===== src/rtl/fetch_issue_queue_pkg.sv =====
// Shared types for the fetch/decode boundary: width constants and the
// fetch-entry struct carried from the fetch unit through the issue queue.
`timescale 1ns/1ps
package fetch_issue_queue_pkg;

  localparam int addressWidth            = 64;
  localparam int instructionWidth        = 32;
  localparam int PidSize                 = 20;
  localparam int TidSize                 = 16;
  localparam int instructionCounterWidth = 64;

  typedef struct packed {
    logic [instructionWidth-1:0] instruction;
    logic [addressWidth-1:0]     address;
    logic [PidSize-1:0]          pid;
    logic [TidSize-1:0]          tid;
  } fetch_entry_t;

endpackage


===== src/rtl/fetch_issue_queue_fetch_fifo.sv =====
// fetch_fifo: synchronous FIFO of fetch entries with push/pop, full/empty
// and a synchronous flush. The head entry is presented combinationally.
`timescale 1ns/1ps
module fetch_fifo
  import fetch_issue_queue_pkg::*;
#(
  parameter int depth = 8
) (
  input  logic         clock_i,
  input  logic         reset_i,
  input  logic         flush,
  input  logic         push,
  input  logic         pop,
  input  fetch_entry_t push_data,
  output fetch_entry_t head,
  output logic         full,
  output logic         empty
);

  localparam int ptr_w   = $clog2(depth);
  localparam int count_w = ptr_w + 1;

  fetch_entry_t       mem [depth];
  logic [ptr_w-1:0]   wr_ptr;
  logic [ptr_w-1:0]   rd_ptr;
  logic [count_w-1:0] count;
  logic               do_push;
  logic               do_pop;

  assign full    = (count == count_w'(depth));
  assign empty   = (count == '0);
  assign do_push = push && !full && !flush;
  assign do_pop  = pop && !empty && !flush;
  assign head    = mem[rd_ptr];

  // Pointer and occupancy bookkeeping; pointers wrap naturally at depth.
  always_ff @(posedge clock_i or posedge reset_i) begin
    if (reset_i) begin
      wr_ptr <= '0;
      rd_ptr <= '0;
      count  <= '0;
    end else if (flush) begin
      wr_ptr <= '0;
      rd_ptr <= '0;
      count  <= '0;
    end else begin
      // NOTE: state updates use <= so every register samples pre-edge values,
      // independent of statement order inside the block.
      if (do_push) wr_ptr <= wr_ptr + 1'b1;
      if (do_pop)  rd_ptr <= rd_ptr + 1'b1;
      count <= count + count_w'(do_push) - count_w'(do_pop);
    end
  end

  // Entry storage write.
  // NOTE: storage has no reset; an entry is only read after it was written,
  // and leaving it out keeps the array mappable onto plain RAM/flops.
  always_ff @(posedge clock_i) begin
    if (do_push) mem[wr_ptr] <= push_data;
  end

endmodule


===== src/rtl/fetch_issue_queue.sv =====
// fetch_issue_queue: buffers fetched instructions and issues them in order,
// one per cycle, tagging each with a unique 64-bit major ID.
// Optional feature: define FETCH_QUEUE_BYPASS_EN to let an instruction that
// arrives at an empty, unstalled queue go straight to the output registers.
`timescale 1ns/1ps
module fetch_issue_queue
  import fetch_issue_queue_pkg::*;
#(
  parameter int queueDepth = 8
) (
  input  logic                               clock_i,
  input  logic                               reset_i,
  input  logic                               fetchValid_i,
  output logic                               fetchReady_o,
  input  logic [instructionWidth-1:0]        fetchInstruction_i,
  input  logic [addressWidth-1:0]            fetchAddress_i,
  input  logic [PidSize-1:0]                 fetchPid_i,
  input  logic [TidSize-1:0]                 fetchTid_i,
  input  logic                               flush_i,
  input  logic                               stall_i,
  output logic                               enable_o,
  output logic [instructionWidth-1:0]        instruction_o,
  output logic [addressWidth-1:0]            instructionAddress_o,
  output logic [PidSize-1:0]                 instructionPid_o,
  output logic [TidSize-1:0]                 instructionTid_o,
  output logic [instructionCounterWidth-1:0] instructionMajId_o
);

  fetch_entry_t                       fetch_entry;
  fetch_entry_t                       fifo_head;
  fetch_entry_t                       out_entry;
  logic                               fifo_full;
  logic                               fifo_empty;
  logic                               push;
  logic                               bypass;
  logic                               fifo_push;
  logic                               fifo_pop;
  logic [instructionCounterWidth-1:0] maj_counter;

  assign fetch_entry = '{instruction: fetchInstruction_i, address: fetchAddress_i,
                         pid: fetchPid_i, tid: fetchTid_i};

  assign fetchReady_o = !fifo_full;
  assign push         = fetchValid_i && fetchReady_o && !flush_i;

`ifdef FETCH_QUEUE_BYPASS_EN
  // An empty queue with a free decoder lets the arriving entry skip the FIFO.
  assign bypass = push && fifo_empty && !stall_i;
`else
  assign bypass = 1'b0;
`endif

  assign fifo_push = push && !bypass;
  assign fifo_pop  = !stall_i && !flush_i && !fifo_empty;

  fetch_fifo #(.depth(queueDepth)) u_fifo (
    .clock_i   (clock_i),
    .reset_i   (reset_i),
    .flush     (flush_i),
    .push      (fifo_push),
    .pop       (fifo_pop),
    .push_data (fetch_entry),
    .head      (fifo_head),
    .full      (fifo_full),
    .empty     (fifo_empty)
  );

  // Issue register and major-ID counter; stall freezes both, flush only
  // drops the valid so IDs keep counting across a flush.
  always_ff @(posedge clock_i or posedge reset_i) begin
    if (reset_i) begin
      out_entry          <= '0;
      enable_o           <= 1'b0;
      instructionMajId_o <= '0;
      maj_counter        <= '0;
    end else if (flush_i) begin
      enable_o <= 1'b0;
    end else if (!stall_i) begin
      if (bypass || !fifo_empty) begin
        out_entry          <= bypass ? fetch_entry : fifo_head;
        enable_o           <= 1'b1;
        instructionMajId_o <= maj_counter;
        maj_counter        <= maj_counter + 1'b1;
      end else begin
        enable_o <= 1'b0;
      end
    end
  end

  assign instruction_o        = out_entry.instruction;
  assign instructionAddress_o = out_entry.address;
  assign instructionPid_o     = out_entry.pid;
  assign instructionTid_o     = out_entry.tid;

endmodule


===== config.mk =====
export PLATFORM = sky130hd
export DESIGN_NAME = fetch_issue_queue
export DESIGN_NICKNAME = d
export VERILOG_FILES = /design/src/rtl/fetch_issue_queue_pkg.sv /design/src/rtl/fetch_issue_queue_fetch_fifo.sv /design/src/rtl/fetch_issue_queue.sv
export SDC_FILE = /design/constraint.sdc
export NUM_CORES = 1
export LEC_CHECK = 0
export CAP_MARGIN = 20
export CORE_ASPECT_RATIO = 1.75
export CORE_MARGIN = 2
export CORE_UTILIZATION = 30
export CTS_BUF_LIST = sky130_fd_sc_hd__clkbuf_16
export DETAILED_ROUTE_END_ITERATION = 8
export HOLD_SLACK_MARGIN = 0.02
export PLACE_DENSITY_LB_ADDON = 0.2
export RECOVER_POWER = 50
export SLEW_MARGIN = 20
export SYNTH_ARGS = -nofsm -noshare
export SYNTH_HDL_FRONTEND = slang
export SYNTH_SLANG_ARGS = --single-unit

===== constraint.sdc =====
create_clock -name clock_i -period 34.6 [get_ports clock_i]
set_input_delay 5.19 -clock clock_i [delete_from_list [all_inputs] [get_ports clock_i]]
set_output_delay 5.19 -clock clock_i [all_outputs]
set_load 0.03 [all_outputs]

==> results.toml <==
[outcome]
status = "finished, violations left"
violations = "capacitance limit, slew limit"

[cells_and_area]
fillers = 15347
drive_gt1_share_pct = 16.1
finalInstanceArea_mm2 = 0.0599
syn_to_final_growth_pct = 20.1
fin_util_pct = 36.2
layout.nets = 3097

[die]
coreArea_mm2 = 0.166
die_x_um = 312
dieArea_mm2 = 0.170
die_h_um = 543
ios = 335
initial_utilization_pct = 30.1
rows = 198

[flow_run]
drv_cap = 7

[setup_path]
rr_worst_depth = 9
path_class = "primary input to async pin"
r2r-end = "u_fifo.mem[7][57]"
worst_ep_arrival_time_ns = 14.42
end_kind = "async pin"
r2r_setup_slack_ns = 26.59
start_kind = "primary input"
cp_max_fo = 146
crit_required_ns = 32.45
rr_startpoint = "u_fifo.count[2]"

[power]
p_sw_share_pct = 28.4
leakage_nw = 20.0
p_clk_share_pct = 32.7
p_sw_mw = 1.19
power_frac_seq_pct = 46.2
ir_drop_mv = 0.0473
combPwrFrac_pct = 21.1
power.density_mw_per_mm2 = 69.8
total_power_mw = 4.18
p_int_mw = 2.99

[clock_tree]
holdBufCountCts = 0
path_clk_slew_ns = 0.07
tritoncts = "done"
clock-sinks = 1327
cts_setup_buffers = 0
clock_latency_ns = 0.73
cts-root-buf = "clkbuf_16"
htreeDepth = 3
clockBufferDepth = 3
cts_buffers = 121
cts_resized = 0

[grt]
grt_pass1_vias = 26624
gr-total-overflow = 0
grt_start_max_net_pins = 147
grt_util_met2_pct = 25.3
grtUsageMet1_pct = 18.1
grt.busiest_layer = "met2"
grt_use_met3_pct = 4.23
grt_pass1_wl_um = 184000
track_usage_pct = 14.7
antenna_found_initial = 66

[logic_synthesis]
synth_area_per_cell_um2 = 19.4
synth_top_flop_cell = "edfxtp_1"
synth_compound_area_share_pct = 1.46
syn-cell-area_mm2 = 0.0499
ys_warn_count = 0
netlist_instances = 2578
synth-xor-area-share_pct = 1.19
async_flop_share_pct = 20.4
synth_nets = 2725
synth_top_family_by_area = "multiplexers"
synth_edf_count = 1056
synthSimpleGateAreaFrac_pct = 4.21
synthMuxAreaShare_pct = 14.6
synth_adder_area_share_pct = 0.266
ys_types = 35
ys_seq_area_share_pct = 77.2
ys_seq_elements = 1327

[min_path]
hold_path_depth = 2
hold_start = "instructionMajId_o[46]"
whs_endpoint = "instructionMajId_o[46]"
hold_class = "flop to flop"

[timing]
min_period_ns = 16.56
fin_tns_setup_ns = 0
slew_headroom_pct = -400
worstMarginPinSlew_ns = 7.50
fin_skew_ns = 0.0241
maxSlewViolCount = 518
rsz0062_at_grt = "false"
period_share_pct = 47.9
setup_viol_count_final = 0
fmax_mhz = 60.4
final_hold_viol_count = 0

[detailed_routing]
drt_iter0_markers = 1413
vias_per_cell = 4.67
num_vias = 24594
avgRoutedWirePerCell_um = 23.7
antenna_left = 0
routed_wl_um = 125000
first_pass_iters = 7
drc = 0

[place]
dpl_cell_area_mm2 = 0.0559
gp_congestion = 0.762
port_buffers = 334
dp_hpwl_um = 70800
==> sequential cells by signal (all words and copies together) (netlist names) <==
register	flops
u_fifo.mem	1056
instructionAddress_o	64
instructionMajId_o	64
maj_counter	64
instruction_o	32
instructionPid_o	20
instructionTid_o	16
u_fifo.count	4
u_fifo.rd_ptr	3
u_fifo.wr_ptr	3
enable_o	1
==> through the flow <==
step | setup slack, ns | std cells | hold WS (ns)
after detailed placement | 25.47 | 5026 | 0.463
after floorplan | 19.25 | 2578 | 0.441
final | 18.04 | 5267 | 0.471
after global routing | 15.37 | 5262 | 0.491
after CTS | 26.29 | 5258 | 0.478
after global placement | 25.49 | 5026 | 0.464
==> power by group through the flow <==
stage | logic [mW] | clock network, mW | registers (mW)
floorplan | 0.414 | 0 | 2.10
global placement | 0.894 | 0 | 1.97
detailed placement | 0.906 | 0 | 1.98
CTS | 0.908 | 1.41 | 1.94
global route | 0.961 | 1.47 | 1.95
finish | 0.884 | 1.37 | 1.93
==> how the worst max path moves through the flow <==
stage	cells past startpoint	slack [ns]	start	endpoint
2_1_floorplan	3	19.25	fetchValid_i	u_fifo.mem[0][0]
3_3_place_gp	6	25.49	flush_i	u_fifo.mem[5][68]
3_5_place_dp	5	25.47	flush_i	u_fifo.mem[6][102]
4_1_cts	5	26.29	flush_i	u_fifo.mem[6][102]
5_1_grt	3	15.37	reset_i	u_fifo.rd_ptr[2]
6_report	3	18.04	reset_i	u_fifo.rd_ptr[2]
==> layer usage <==
metal,vias up,part of all wire (%)
met4,60,2.3
met2,605,50
met1,12870,41
met3,239,6.5
met5,-,0.29
li1,10820,-
==> kinds of logic after synthesis <==
group           Yosys count
compound gates          145
xor+xnor                 68
fa+ha+maj                10
buf+inv                 138
flops                  1327
mux                     396
simple gates            494
==> synthesized netlist by cell type (2+ instances only) <==
library cell | number | area, um^2
o21ai_0 | 141 | 706
nand3_1 | 23 | 115
or3_1 | 2 | 12.5
xor2_1 | 37 | 324
nor2b_1 | 2 | 12.5
mux2i_1 | 132 | 1320
clkbuf_1 | 56 | 210
buf_2 | 47 | 235
mux4_2 | 264 | 5950
nor3_1 | 24 | 120
a21oi_1 | 3 | 15.0
nor4_1 | 8 | 50.1
nor2_1 | 42 | 158
buf_1 | 20 | 75.1
and3_1 | 6 | 37.5
nand2b_1 | 4 | 25.0
ha_1 | 9 | 113
nand2_1 | 348 | 1310
dfrtp_1 | 271 | 6780
nand4_2 | 2 | 25.0
nand4_1 | 24 | 150
edfxtp_1 | 1056 | 31700
xnor2_1 | 31 | 272
inv_1 | 15 | 56.3
==> layout make-up <==
type	instances	area (um^2)	share of cell area, %
flip-flops and latches	1327	38500	64.2
clock inverters	107	926	1.54
diodes	8	20.0	0.0334
repair buffers	372	3690	6.16
well taps	2200	2750	4.59
multi-input cells	1113	10900	18.1
clock buffers	125	3130	5.22
inverters	15	57.6	0.0960
==> critical path: stages <==
cell and delay, ns:
dlygate4sd3_1 0.54, clkinvlp_2 3.08, clkbuf_1 5.49
==> layout by cell type (no fill, tap or decap), types with 9 or more instances in the layout <==
cell                n
clkinv_2           26
ha_1                9
edfxtp_1         1056
buf_4              27
nand3_1            24
mux4_2            264
dfrtp_1           268
nand4_1            25
o21ai_0           141
xnor2_1            31
clkbuf_16         125
xor2_1             37
clkinv_1           27
nor2_1             36
bufinv_16          15
clkdlybuf4s50_1   188
nand2_1           348
dlygate4sd3_1     146
nor3_1             22
mux2i_1           132
inv_1              40
Note: power is estimated with default switching activity, not from simulation.
==> edit (config.mk and constraints unchanged) <==
Change the package constant `instructionCounterWidth` from 64 to 32.
--- a/src/rtl/fetch_issue_queue_pkg.sv
+++ b/src/rtl/fetch_issue_queue_pkg.sv
@@ -7,7 +7,7 @@
   localparam int instructionWidth        = 32;
   localparam int PidSize                 = 20;
   localparam int TidSize                 = 16;
-  localparam int instructionCounterWidth = 64;
+  localparam int instructionCounterWidth = 32;
 
   typedef struct packed {
     logic [instructionWidth-1:0] instruction;
Ports: changed (resized instructionMajId_o); port bits go from 335 to 303. The function was not compared with the original's and may differ.
==> edit against the original RTL <==
The flow still finishes with violations (capacitance limit, slew limit); non-clock buffer count down 31; sequential cell count down 64; power down 1.1%; wire length down 7.6%; setup slack better by 0.19 ns; combinational power up 4.8%; area after synthesis down 4.6%; core utilization down 0.20 points; via count down 8.7%; worst hold slack better by 0.0026 ns; sequential power down 4%; count of clock-buffer cells in the layout down 3; cell area down 5.2%.
==> edit: results (changes against the original RTL) <==
* Status: finished with violations
* Failing checks: capacitance limit, slew limit
* Peak supply drop at 0.04941 mV (+4.4%)
* Max Cap Viol at 4 (-3)
* Async set or reset register ratio after synthesis at 16.39% (-4.0 points)
* Root Driver: clkbuf_16
* Total gr overflow at 0 (unchanged)
* Max FFs per register at 1056 (unchanged)
* GRT Total Usage at 14.28% (-0.44 points)
* Max FO, Critical Path at 130 (-11%)
* Count of cells resized by post-cts repair at 0 (unchanged)
* Wirelength per Cell at 24.05 um (+1.4%)
* Critical path arrival at 14.10 ns (-0.32 ns)
* Slew Viols, Final at 298 (-42%)
* FF-to-FF path depth at 11 (+2)
* LEAKAGE at 18.62 nW (-7.1%)
* Synth Area in Compound Gates at 1.474% (+0.015 points)
* # H-tree levels at 3 (unchanged)
* Fin worst setup slack at 18.22 ns (+0.1865 ns)
* First-pass GRT wire length at 170200 um (-7.3%)
* Max Clock Skew at 0.02211 ns (-0.002011 ns)
* Mapped Nets at 2441 (-10%)
* EDFF count, synth at 1056 (unchanged)
* Post-Synth XOR/XNOR Area at 0.6806% (-0.51 points)
* Synth Flop Type: edfxtp_1
* Mux cell area share after synthesis at 15.26% (+0.70 points)
* Layout cell share with drive strength beyond 1 at 17.89% (+1.8 points)
* Hold Path Class: flop to flop
* Worst skew pair latency at 0.72 ns
* Vias in the first global route at 24827 (-6.7%)
* Biggest register: u_fifo.mem
* # nets final at 2788 (-10%)
* Num CTS Buffers at 119 (-1.7%)
* Reg2reg end: u_fifo.count[2]
* Pre-antenna DRT Iters at 5 (-2)
* Seq/Total Area, Yosys at 77.48% (+0.32 points)
* Library cells used by synthesis at 41 (+17%)
* Max transition margin at -421.7% (-22 points)
* Initial antenna violation count at 52 (-21%)
* Synth Area in Adders at 0.2785% (+0.013 points)
* Synth cell count leaders: 1056 x edfxtp_1, 264 x mux4_2, 242 x nand2_1, 207 x dfrtp_1, 132 x mux2i_1
* Via-to-Cell Ratio at 4.681 (+0.25%)
* Iter 0 DRT Violations at 1380 (-2.3%)
* Dpl ws at 25.35 ns (-0.1116 ns)
* Largest cells by area after synthesis: edfxtp_1 67%, mux4_2 12%, dfrtp_1 11%
* Clk buf depth at 3 (unchanged)
* CP startpoint: reset_i
* Filler cells at 14671 (-4.4%)
* Dpl hpwl at 65910 um (-6.9%)
* Yosys warns at 0 (unchanged)
* PortBufs at 302 (-9.6%)
* R2R setup slack at 28.05 ns (+1.46 ns)
* R2R Path Start: u_fifo.count[2]
* Pin count of the biggest net entering global routing at 131 (-11%)
* Dpl cell area at 52800 um^2 (-5.6%)
* Routability cong. at 0.7340 (-3.7%)
-- edit: cell type report --
cell class | count | area, um^2 | share of cell area, %
diodes | 7 | 17.52 | 0.03084
clock buffers | 122 | 3053 | 5.375
clock inverters | 103 | 996.0 | 1.754
inverters | 10 | 40.04 | 0.07049
multi-input cells | 906 | 9863 | 17.37
flip-flops and latches | 1263 | 36900 | 64.97
well taps | 2047 | 2561 | 4.509
repair buffers | 341 | 3364 | 5.924
-- edit: cell families (layout without fill, tap and decap cells) --
kind of cell	Yosys count	count (layout)
other	0	7
flip-flops	1263	1263
buffers and inverters	125	576
adder cells (fa/ha/maj)	10	10
AO/OA/AOI/OAI	139	139
XOR/XNOR	37	37
multiplexers	396	396
AND/OR/NAND/NOR	324	324
-- edit: per-stage QoR --
step                instances  hold slack [ns]
floorplan                2294           0.4454
finish                   4799           0.4732
CTS                      4792           0.4775
global placement         4566           0.4653
global route             4794           0.4973
detailed placement       4567           0.4615
-- edit: critical path: stages --
cell           delay [ns]
dlygate4sd3_1        0.55
clkinvlp_2           2.59
clkbuf_1             5.52
-- edit: layer usage --
layer	vias up	track usage [%]	wire, um
li1	9846	-	-
met1	11861	17.74	48300
met2	514	24.85	57920
met3	203	3.471	6566
met4	40	3.836	2410
met5	-	0	246
-- edit: power by group --
group	switching (W)	leakage (nW)	internal (W)
logic	0.000517	4.33	0.000409
clock network	0.000578	2.08	0.000774
registers	0.0000841	12.2	0.00178
total	0.00118	18.6	0.00296
-- edit: worst min-delay path by stage --
| stage | startpoint | to | slack, ns | depth (start not counted) |
|---|---|---|---|---|
| 3_5_place_dp | instructionMajId_o[30] | instructionMajId_o[30] | 0.46 | 2 |
| 2_1_floorplan | maj_counter[31] | maj_counter[31] | 0.45 | 1 |
| 3_3_place_gp | maj_counter[31] | maj_counter[31] | 0.47 | 1 |
| 6_report | instructionMajId_o[30] | instructionMajId_o[30] | 0.47 | 2 |
| 5_1_grt | maj_counter[31] | maj_counter[31] | 0.50 | 1 |
| 4_1_cts | instructionMajId_o[30] | instructionMajId_o[30] | 0.48 | 2 |
